<file path="config.mk">
export PLATFORM = sky130hd
export DESIGN_NAME = uart_reg_bridge_flat
export DESIGN_NICKNAME = d
export VERILOG_FILES = /design/src/rtl/uart_reg_bridge_pkg.sv /design/src/rtl/uart_reg_bridge_if.sv /design/src/rtl/uart_gap_timer.sv /design/src/rtl/uart_reg_bridge.sv /design/src/flat_wrapper.sv
export SDC_FILE = /design/constraint.sdc
export NUM_CORES = 1
export LEC_CHECK = 0
export ABC_AREA = 1
export BUFFER_PORTS_ARGS = -buffer_cell sky130_fd_sc_hd__buf_2
export CORE_MARGIN = 2
export CORE_UTILIZATION = 28
export DETAILED_ROUTE_END_ITERATION = 10
export GPL_ROUTABILITY_DRIVEN = 0
export PLACE_DENSITY = 0.47
export SYNTH_ARGS = -nofsm -noshare
export SYNTH_HDL_FRONTEND = slang
export SYNTH_SLANG_ARGS = --single-unit
export TNS_END_PERCENT = 100
</file>
<file path="constraint.sdc">
create_clock -name clk_50m -period 3.2 [get_ports clk_50m]
set_input_delay 0.32 -clock clk_50m [delete_from_list [all_inputs] [get_ports clk_50m]]
set_output_delay 0.32 -clock clk_50m [all_outputs]
set_load 0.01 [all_outputs]
</file>
<file path="src/rtl/uart_reg_bridge_pkg.sv">
// Shared state encodings and default protocol codes for the UART register bridge.
// Latency: n/a (declarations only).
// Backpressure: n/a.
package uart_reg_bridge_pkg;

  typedef enum logic [3:0] {
    ST_IDLE     = 4'd0,
    ST_GET_ADDR = 4'd1,
    ST_GET_DATA = 4'd2,
    ST_BUS_WR   = 4'd3,
    ST_BUS_RD   = 4'd4,
    ST_RD_CAP   = 4'd5,
    ST_TX_SEND  = 4'd6,
    ST_TX_GUARD = 4'd7,
    ST_TX_WAIT  = 4'd8
  } state_t;

  localparam int         DEF_TIMEOUT_CYC = 500000;  // 10 ms at 50 MHz
  localparam logic [7:0] DEF_CMD_WR      = 8'h57;   // 'W'
  localparam logic [7:0] DEF_CMD_RD      = 8'h52;   // 'R'
  localparam logic [7:0] DEF_RSP_ACK     = 8'h4B;   // 'K'
  localparam logic [7:0] DEF_RSP_ERR     = 8'h3F;   // '?'

  // States in which an incoming UART byte may be consumed.
  function automatic logic is_rx_state(input state_t s);
    return (s == ST_IDLE) || (s == ST_GET_ADDR) || (s == ST_GET_DATA);
  endfunction

endpackage

</file>
<file path="src/rtl/uart_reg_bridge_if.sv">
// Bundles the UART byte interface, local register bus and status lines of the bridge.
// Latency: n/a (wiring only).
// Backpressure: rx_rdy/rx_rdy_clr on receive, tx_busy/tx_wr_en on transmit.
interface uart_reg_bridge_if;
  logic [7:0] rx_dout;
  logic       rx_rdy;
  logic       rx_rdy_clr;
  logic [7:0] tx_din;
  logic       tx_wr_en;
  logic       tx_busy;
  logic [7:0] reg_addr;
  logic [7:0] reg_wdata;
  logic       reg_we;
  logic       reg_re;
  logic [7:0] reg_rdata;
  logic       busy;
  logic       cmd_err;

  // Bridge side: drives the UART control inputs and the register bus.
  modport master (
    input  rx_dout, rx_rdy, tx_busy, reg_rdata,
    output rx_rdy_clr, tx_din, tx_wr_en, reg_addr, reg_wdata, reg_we, reg_re, busy, cmd_err
  );

  // UART / register file side.
  modport slave (
    output rx_dout, rx_rdy, tx_busy, reg_rdata,
    input  rx_rdy_clr, tx_din, tx_wr_en, reg_addr, reg_wdata, reg_we, reg_re, busy, cmd_err
  );
endinterface

</file>
<file path="src/rtl/uart_gap_timer.sv">
// Inter-byte gap timer: counts enabled cycles and flags when the gap limit is hit.
// Latency: expire_o is combinational in the cycle the count equals TIMEOUT_CYC-1.
// Backpressure: none; clear has priority over counting and expiry.
module uart_gap_timer #(
  parameter int TIMEOUT_CYC = 500000
) (
  input  logic clk_50m,
  input  logic rst_n,
  input  logic clr_i,
  input  logic en_i,
  output logic expire_o
);
  localparam int            CW   = (TIMEOUT_CYC > 1) ? $clog2(TIMEOUT_CYC) : 1;
  localparam logic [CW-1:0] LAST = CW'(TIMEOUT_CYC - 1);

  logic [CW-1:0] cnt_q, cnt_d;

  // Next count: clear wins, otherwise count while enabled and wrap on expiry.
  always_comb begin
    cnt_d    = cnt_q;
    expire_o = 1'b0;
    if (clr_i) begin
      cnt_d = '0;
    end else if (en_i) begin
      if (cnt_q == LAST) begin
        expire_o = 1'b1;
        cnt_d    = '0;
      end else begin
        cnt_d = cnt_q + 1'b1;
      end
    end
  end

  // Counter register.
  always_ff @(posedge clk_50m or negedge rst_n) begin
    if (!rst_n) cnt_q <= '0;
    else        cnt_q <= cnt_d;
  end
endmodule

</file>
<file path="src/rtl/uart_reg_bridge.sv">
// Parses 'W' addr data / 'R' addr commands from UART bytes into 8-bit register accesses.
// Latency: last command byte to tx_wr_en is 2 cycles for a write, 3 for a read (tx idle).
// Backpressure: leaves rx bytes unconsumed while busy; holds the response until tx_busy is low.
module uart_reg_bridge
  import uart_reg_bridge_pkg::*;
#(
  parameter int         TIMEOUT_CYC = DEF_TIMEOUT_CYC,
  parameter logic [7:0] CMD_WR      = DEF_CMD_WR,
  parameter logic [7:0] CMD_RD      = DEF_CMD_RD,
  parameter logic [7:0] RSP_ACK     = DEF_RSP_ACK,
  parameter logic [7:0] RSP_ERR     = DEF_RSP_ERR
) (
  input  logic              clk_50m,
  input  logic              rst_n,
  uart_reg_bridge_if.master bus
);
  state_t     state_q, state_d;
  logic       wr_q, wr_d;
  logic       guard_q;
  logic       rx_clr_q;
  logic       cmd_err_q, cmd_err_d;
  logic [7:0] tx_din_q, tx_din_d;
  logic [7:0] addr_q, addr_d;
  logic [7:0] wdata_q, wdata_d;
  logic       byte_take;
  logic       gap_state;
  logic       expire;

  // A byte is taken only in a receive state and never in the cycle after a take,
  // because the UART drops rdy one cycle after seeing rdy_clr.
  assign byte_take = bus.rx_rdy && !guard_q && is_rx_state(state_q);
  assign gap_state = (state_q == ST_GET_ADDR) || (state_q == ST_GET_DATA);

  uart_gap_timer #(.TIMEOUT_CYC(TIMEOUT_CYC)) u_gap_timer (
    .clk_50m  (clk_50m),
    .rst_n    (rst_n),
    .clr_i    (byte_take || !gap_state),
    .en_i     (gap_state),
    .expire_o (expire)
  );

  // State register.
  always_ff @(posedge clk_50m or negedge rst_n) begin
    if (!rst_n) state_q <= ST_IDLE;
    else        state_q <= state_d;
  end

  // Next-state decode of the command protocol.
  always_comb begin
    state_d = state_q;
    case (state_q)
      ST_IDLE: begin
        if (byte_take) begin
          if (bus.rx_dout == CMD_WR || bus.rx_dout == CMD_RD) state_d = ST_GET_ADDR;
          else                                                state_d = ST_TX_SEND;
        end
      end
      ST_GET_ADDR: begin
        if (expire)         state_d = ST_IDLE;
        else if (byte_take) state_d = wr_q ? ST_GET_DATA : ST_BUS_RD;
      end
      ST_GET_DATA: begin
        if (expire)         state_d = ST_IDLE;
        else if (byte_take) state_d = ST_BUS_WR;
      end
      ST_BUS_WR:   state_d = ST_TX_SEND;
      ST_BUS_RD:   state_d = ST_RD_CAP;
      ST_RD_CAP:   state_d = ST_TX_SEND;
      ST_TX_SEND:  if (!bus.tx_busy) state_d = ST_TX_GUARD;
      ST_TX_GUARD: state_d = ST_TX_WAIT;
      ST_TX_WAIT:  if (!bus.tx_busy) state_d = ST_IDLE;
      default:     state_d = ST_IDLE;
    endcase
  end

  // Output/datapath decode: latch command fields and the response byte.
  always_comb begin
    wr_d      = wr_q;
    addr_d    = addr_q;
    wdata_d   = wdata_q;
    tx_din_d  = tx_din_q;
    cmd_err_d = expire;
    case (state_q)
      ST_IDLE: begin
        if (byte_take) begin
          wr_d = (bus.rx_dout == CMD_WR);
          if (bus.rx_dout != CMD_WR && bus.rx_dout != CMD_RD) begin
            tx_din_d  = RSP_ERR;
            cmd_err_d = 1'b1;
          end
        end
      end
      ST_GET_ADDR: if (byte_take) addr_d = bus.rx_dout;
      ST_GET_DATA: if (byte_take) wdata_d = bus.rx_dout;
      ST_BUS_WR:   tx_din_d = RSP_ACK;
      ST_RD_CAP:   tx_din_d = bus.reg_rdata;
      default: ;
    endcase
  end

  // Registered datapath and one-cycle rx acknowledge / error pulses.
  always_ff @(posedge clk_50m or negedge rst_n) begin
    if (!rst_n) begin
      wr_q      <= 1'b0;
      guard_q   <= 1'b0;
      rx_clr_q  <= 1'b0;
      cmd_err_q <= 1'b0;
      tx_din_q  <= '0;
      addr_q    <= '0;
      wdata_q   <= '0;
    end else begin
      wr_q      <= wr_d;
      guard_q   <= byte_take;
      rx_clr_q  <= byte_take;
      cmd_err_q <= cmd_err_d;
      tx_din_q  <= tx_din_d;
      addr_q    <= addr_d;
      wdata_q   <= wdata_d;
    end
  end

  // Strobes decode straight from state so reset clears them immediately.
  assign bus.reg_we     = (state_q == ST_BUS_WR);
  assign bus.reg_re     = (state_q == ST_BUS_RD);
  assign bus.tx_wr_en   = (state_q == ST_TX_SEND) && !bus.tx_busy;
  assign bus.busy       = (state_q != ST_IDLE);
  assign bus.rx_rdy_clr = rx_clr_q;
  assign bus.cmd_err    = cmd_err_q;
  assign bus.tx_din     = tx_din_q;
  assign bus.reg_addr   = addr_q;
  assign bus.reg_wdata  = wdata_q;
endmodule
</file>
<file path="src/flat_wrapper.sv">
// flat-port wrapper written by rule: the top's interface ports become plain ports
module uart_reg_bridge_flat import uart_reg_bridge_pkg::*;
#(
  parameter int         TIMEOUT_CYC = DEF_TIMEOUT_CYC,
  parameter logic [7:0] CMD_WR      = DEF_CMD_WR,
  parameter logic [7:0] CMD_RD      = DEF_CMD_RD,
  parameter logic [7:0] RSP_ACK     = DEF_RSP_ACK,
  parameter logic [7:0] RSP_ERR     = DEF_RSP_ERR
)
  (clk_50m, rst_n, bus_rx_dout, bus_rx_rdy, bus_tx_busy, bus_reg_rdata, bus_rx_rdy_clr, bus_tx_din, bus_tx_wr_en, bus_reg_addr, bus_reg_wdata, bus_reg_we, bus_reg_re, bus_busy, bus_cmd_err);
  uart_reg_bridge_if bus_i ();
  input  logic clk_50m;
  input  logic rst_n;
  input wire logic [$bits(bus_i.rx_dout)-1:0] bus_rx_dout;
  input wire logic [$bits(bus_i.rx_rdy)-1:0] bus_rx_rdy;
  input wire logic [$bits(bus_i.tx_busy)-1:0] bus_tx_busy;
  input wire logic [$bits(bus_i.reg_rdata)-1:0] bus_reg_rdata;
  output wire logic [$bits(bus_i.rx_rdy_clr)-1:0] bus_rx_rdy_clr;
  output wire logic [$bits(bus_i.tx_din)-1:0] bus_tx_din;
  output wire logic [$bits(bus_i.tx_wr_en)-1:0] bus_tx_wr_en;
  output wire logic [$bits(bus_i.reg_addr)-1:0] bus_reg_addr;
  output wire logic [$bits(bus_i.reg_wdata)-1:0] bus_reg_wdata;
  output wire logic [$bits(bus_i.reg_we)-1:0] bus_reg_we;
  output wire logic [$bits(bus_i.reg_re)-1:0] bus_reg_re;
  output wire logic [$bits(bus_i.busy)-1:0] bus_busy;
  output wire logic [$bits(bus_i.cmd_err)-1:0] bus_cmd_err;
  assign bus_i.rx_dout = bus_rx_dout;
  assign bus_i.rx_rdy = bus_rx_rdy;
  assign bus_i.tx_busy = bus_tx_busy;
  assign bus_i.reg_rdata = bus_reg_rdata;
  assign bus_rx_rdy_clr = bus_i.rx_rdy_clr;
  assign bus_tx_din = bus_i.tx_din;
  assign bus_tx_wr_en = bus_i.tx_wr_en;
  assign bus_reg_addr = bus_i.reg_addr;
  assign bus_reg_wdata = bus_i.reg_wdata;
  assign bus_reg_we = bus_i.reg_we;
  assign bus_reg_re = bus_i.reg_re;
  assign bus_busy = bus_i.busy;
  assign bus_cmd_err = bus_i.cmd_err;
  uart_reg_bridge #(.TIMEOUT_CYC(TIMEOUT_CYC), .CMD_WR(CMD_WR), .CMD_RD(CMD_RD), .RSP_ACK(RSP_ACK), .RSP_ERR(RSP_ERR)) u_core (.clk_50m(clk_50m), .rst_n(rst_n), .bus(bus_i));
endmodule
</file>
==> flow_summary.rst <==
.. list-table::
   :header-rows: 1

   * - Metric
     - Value
   * - CTS Buf Count
     - 5
   * - N_diodes
     - 0
   * - Hold Violations, Final
     - 0
   * - Final Max Tran Viols
     - 0
   * - Largest net degree at the start of global routing
     - 36
   * - Number of setup buffers added after CTS
     - 0
   * - Cells on worst reg2reg path
     - 9
   * - Cell type with the highest aggregate area in the netlist
     - dfrtp_1
   * - Final design utilization
     - 34.8%
   * - Wire length of the first global-routing pass
     - 10300 microns
   * - Highest achievable clock rate
     - 524 MHz
   * - Initial antenna violation count
     - 0
   * - Wire length per cell after detailed routing
     - 12.4 microns
   * - Area taken by flip-flops and latches
     - 1250 sq um
   * - Beginning of the critical path
     - u_core.state_q[3]
   * - Library cell contributing the largest single delay on the critical path
     - dfrtp_1
   * - Clk pin slew, worst setup/hold paths
     - 0.10 ns
   * - HPWL after DPL
     - 4510 microns
   * - Net count after synthesis
     - 338
   * - Die Outline Area
     - 9870 sq um
   * - Site row count
     - 34
   * - Clock root cell
     - clkbuf_8
   * - Count of nets left with antenna violations after detail routing
     - 0
   * - Leakage power of the design
     - 0.00150 uW
   * - Post-cts sizing count
     - 0
   * - Chip Width
     - 99.3 microns
   * - Max-slew headroom at the worst pin
     - 46.7%
   * - Number of enable flip-flop cells after synthesis
     - 0
   * - Via total after detailed routing
     - 2195
   * - Synthesis-to-finish area growth
     - 19.8%
   * - Final worst-path cycle share
     - 59.6%
   * - Count of unresolved DRC violations after routing
     - 0
   * - Cells along the critical path
     - nor2_2 -> inv_1 -> nor3_1 -> buf_2
   * - Grt total ovfl
     - 0
   * - Total core area
     - 8760 sq um
   * - Starting Density
     - 29.0%
   * - Post-synthesis sequential element count
     - 50
   * - Number of setup violations in the final report
     - 0
   * - Largest cells by area after synthesis
     - dfrtp_1, nand2_1, inv_1
   * - Power after layout
     - 2380 uW
   * - Placed cell count
     - 472
   * - Number of I/O port buffers
     - 49
   * - Max-cap viol count
     - 0
   * - Beginning of the worst register-to-register path
     - u_core.u_gap_timer.cnt_q[0]
   * - Wirelength, routed
     - 5970 microns
   * - Max FO, Critical Path
     - 8
   * - Max Buffers Root-to-Sink
     - 2
   * - Post-Syn Area
     - 2540 sq um
   * - Critical Path Sink Type
     - output port
   * - # clock sinks
     - 50
   * - Class of the tightest hold or removal check
     - primary input to asynchronous set/reset pin
   * - Total Nets Final
     - 392
   * - Number of distinct library cells after synthesis
     - 29
   * - Power Density
     - 782 nW/um^2
   * - Area of the multi-input gates
     - 1100 sq um
   * - Avg Cell Area, Syn
     - 8.03 sq um
   * - Insertion delay to the later sink of the worst-skew pair
     - 0.30 ns
   * - I/O pins
     - 50
   * - Setup TNS after final layout
     - 0 ns
   * - Skew final
     - 0.00923 ns
   * - Critical path's largest stage delay
     - 0.48 ns
   * - Clock tree from TritonCTS
     - done
   * - Yosys top cell area share
     - 49.2%
   * - Ys async rst share
     - 100%
   * - Detailed Route Iter0 Violations
     - 149
   * - Worst vdd rail ir drop
     - 0.301 mV
   * - Capture point of the worst reg-to-reg path
     - u_core.state_q[1]
   * - Most common cell in the netlist
     - nand2_1
   * - WP data arrival
     - 1.59 ns
   * - Data required, critical path
     - 2.88 ns
   * - Destination of the critical timing path
     - bus_reg_re
   * - Count of synthesis-stage warnings from yosys
     - 0
   * - Startpoint class of the critical path
     - flop
   * - Filler cell count
     - 943
   * - Setup slack of the most critical reg-to-reg path
     - 1.47 ns
   * - Height of the die
     - 99.3 microns
   * - Post-synth top flop
     - dfrtp_1
   * - Fraction of final layout cells sized beyond drive strength 1
     - 22.8%
   * - Filler-free cell count of the finished design
     - 480
   * - Post-route minimum period
     - 1.91 ns
   * - Most used standard cells in the synthesized netlist
     - nand2_1, dfrtp_1, inv_1, nor2_1, nand3_1
   * - Setup Crit Path Kind
     - flop to output port
   * - Hold buffer count at CTS
     - 0
   * - Number of global-route vias before repair
     - 2198
   * - Mapped Cells
     - 317
   * - Tightest Pin Transition
     - 0.800 ns
   * - RSZ-0062 raised after global routing
     - false
   * - Share of synthesized area occupied by flip-flops and latches
     - 49.2%
   * - Routed vias/inst
     - 4.57
   * - Depth of the CTS H-tree
     - 2
   * - Drt pass-1 iters
     - 4
   * - GRT Total Usage
     - 12.8%
   * - Outcome
     - completed
==> worst max-delay path, delay by kind of cell (launching register included) <==
kind	cells	cell delay, ns
buffers and inverters	2	0.30
and+or+nand+nor	2	0.52
DFF	1	0.48
==> metal layers <==
| layer | vias up | global-route usage [%] | wire length [microns] |
|---|---|---|---|
| li1 | 1120 | - | - |
| met1 | 1026 | 16.4 | 2760 |
| met2 | 44 | 21.9 | 2900 |
| met3 | 5 | 3.09 | 254 |
| met4 | 0 | 3.06 | 55 |
| met5 | - | 0 | 0 |
==> area by class of cell <==
type,instances,share of cell area (%)
multi-input combinational,220,36.2
clock inverter,3,2.26
clock buffer,5,2.26
timing repair buffer,50,8.29
tap,108,4.43
sequential,50,41.0
inverter,44,5.50
==> per-stage QoR <==
| step | cell area (sq um) | worst slack (ns) | hold slack (ns) |
|---|---|---|---|
| floorplan | 2540 | 1.69 | 0.0244 |
| global placement | 2910 | 1.53 | 0.451 |
| detailed placement | 2910 | 1.49 | 0.460 |
| CTS | 3050 | 1.32 | 0.123 |
| global route | 3050 | 1.23 | 0.152 |
| finish | 3050 | 1.29 | 0.0827 |
==> registers in the layout, indices dropped and copies added, names as in the netlist <==
signal and flops:
u_core.bus.tx_din 8, u_core.bus.cmd_err 1, u_core.wr_q 1, u_core.guard_q 1
u_core.bus.reg_wdata 8, u_core.u_gap_timer.cnt_q 19, u_core.bus.reg_addr 8, u_core.state_q 4
==> how the worst min path moves through the flow <==
| stage | slack, ns | depth (start not counted) | end | from |
|---|---|---|---|---|
| floorplan | 0.02 | 0 | u_core.bus.cmd_err | rst_n |
| global placement | 0.45 | 2 | u_core.bus.tx_din[7] | u_core.bus.tx_din[7] |
| detailed placement | 0.46 | 1 | u_core.u_gap_timer.cnt_q[13] | rst_n |
| CTS | 0.12 | 1 | u_core.bus.reg_wdata[7] | rst_n |
| global route | 0.15 | 1 | u_core.bus.reg_addr[7] | rst_n |
| finish | 0.08 | 1 | u_core.u_gap_timer.cnt_q[11] | rst_n |
==> cells by family after synthesis <==
kind of cell / after synthesis / share of synthesized area, %
XOR/XNOR: 2 / 0.688
buffers and inverters: 47 / 7.42
flip-flops: 50 / 49.2
AO/OA/AOI/OAI: 46 / 9.24
adder cells (fa/ha/maj): 1 / 0.492
AND/OR/NAND/NOR: 171 / 33.0
==> cell usage in the layout (no fill, tap or decap), types with 6 or more instances in the layout <==
cell type | Yosys | routed
nor2_1 | 36 | 36
nor2_2 | 6 | 6
o21ai_0 | 18 | 18
inv_1 | 41 | 41
o21ai_1 | 10 | 10
nand3_1 | 20 | 20
dfrtp_1 | 50 | 50
nor3_1 | 10 | 10
a21oi_1 | 15 | 15
buf_2 | 2 | 49
nand2_1 | 71 | 71
==> where the power goes <==
group	leakage, uW	total (uW)	switching, uW	internal [uW]
clock network	0.0000683	535	222	313
logic	0.000788	921	589	332
registers	0.000648	927	119	808
total	0.00150	2380	930	1450
Note: power is estimated with default switching activity, not from simulation.
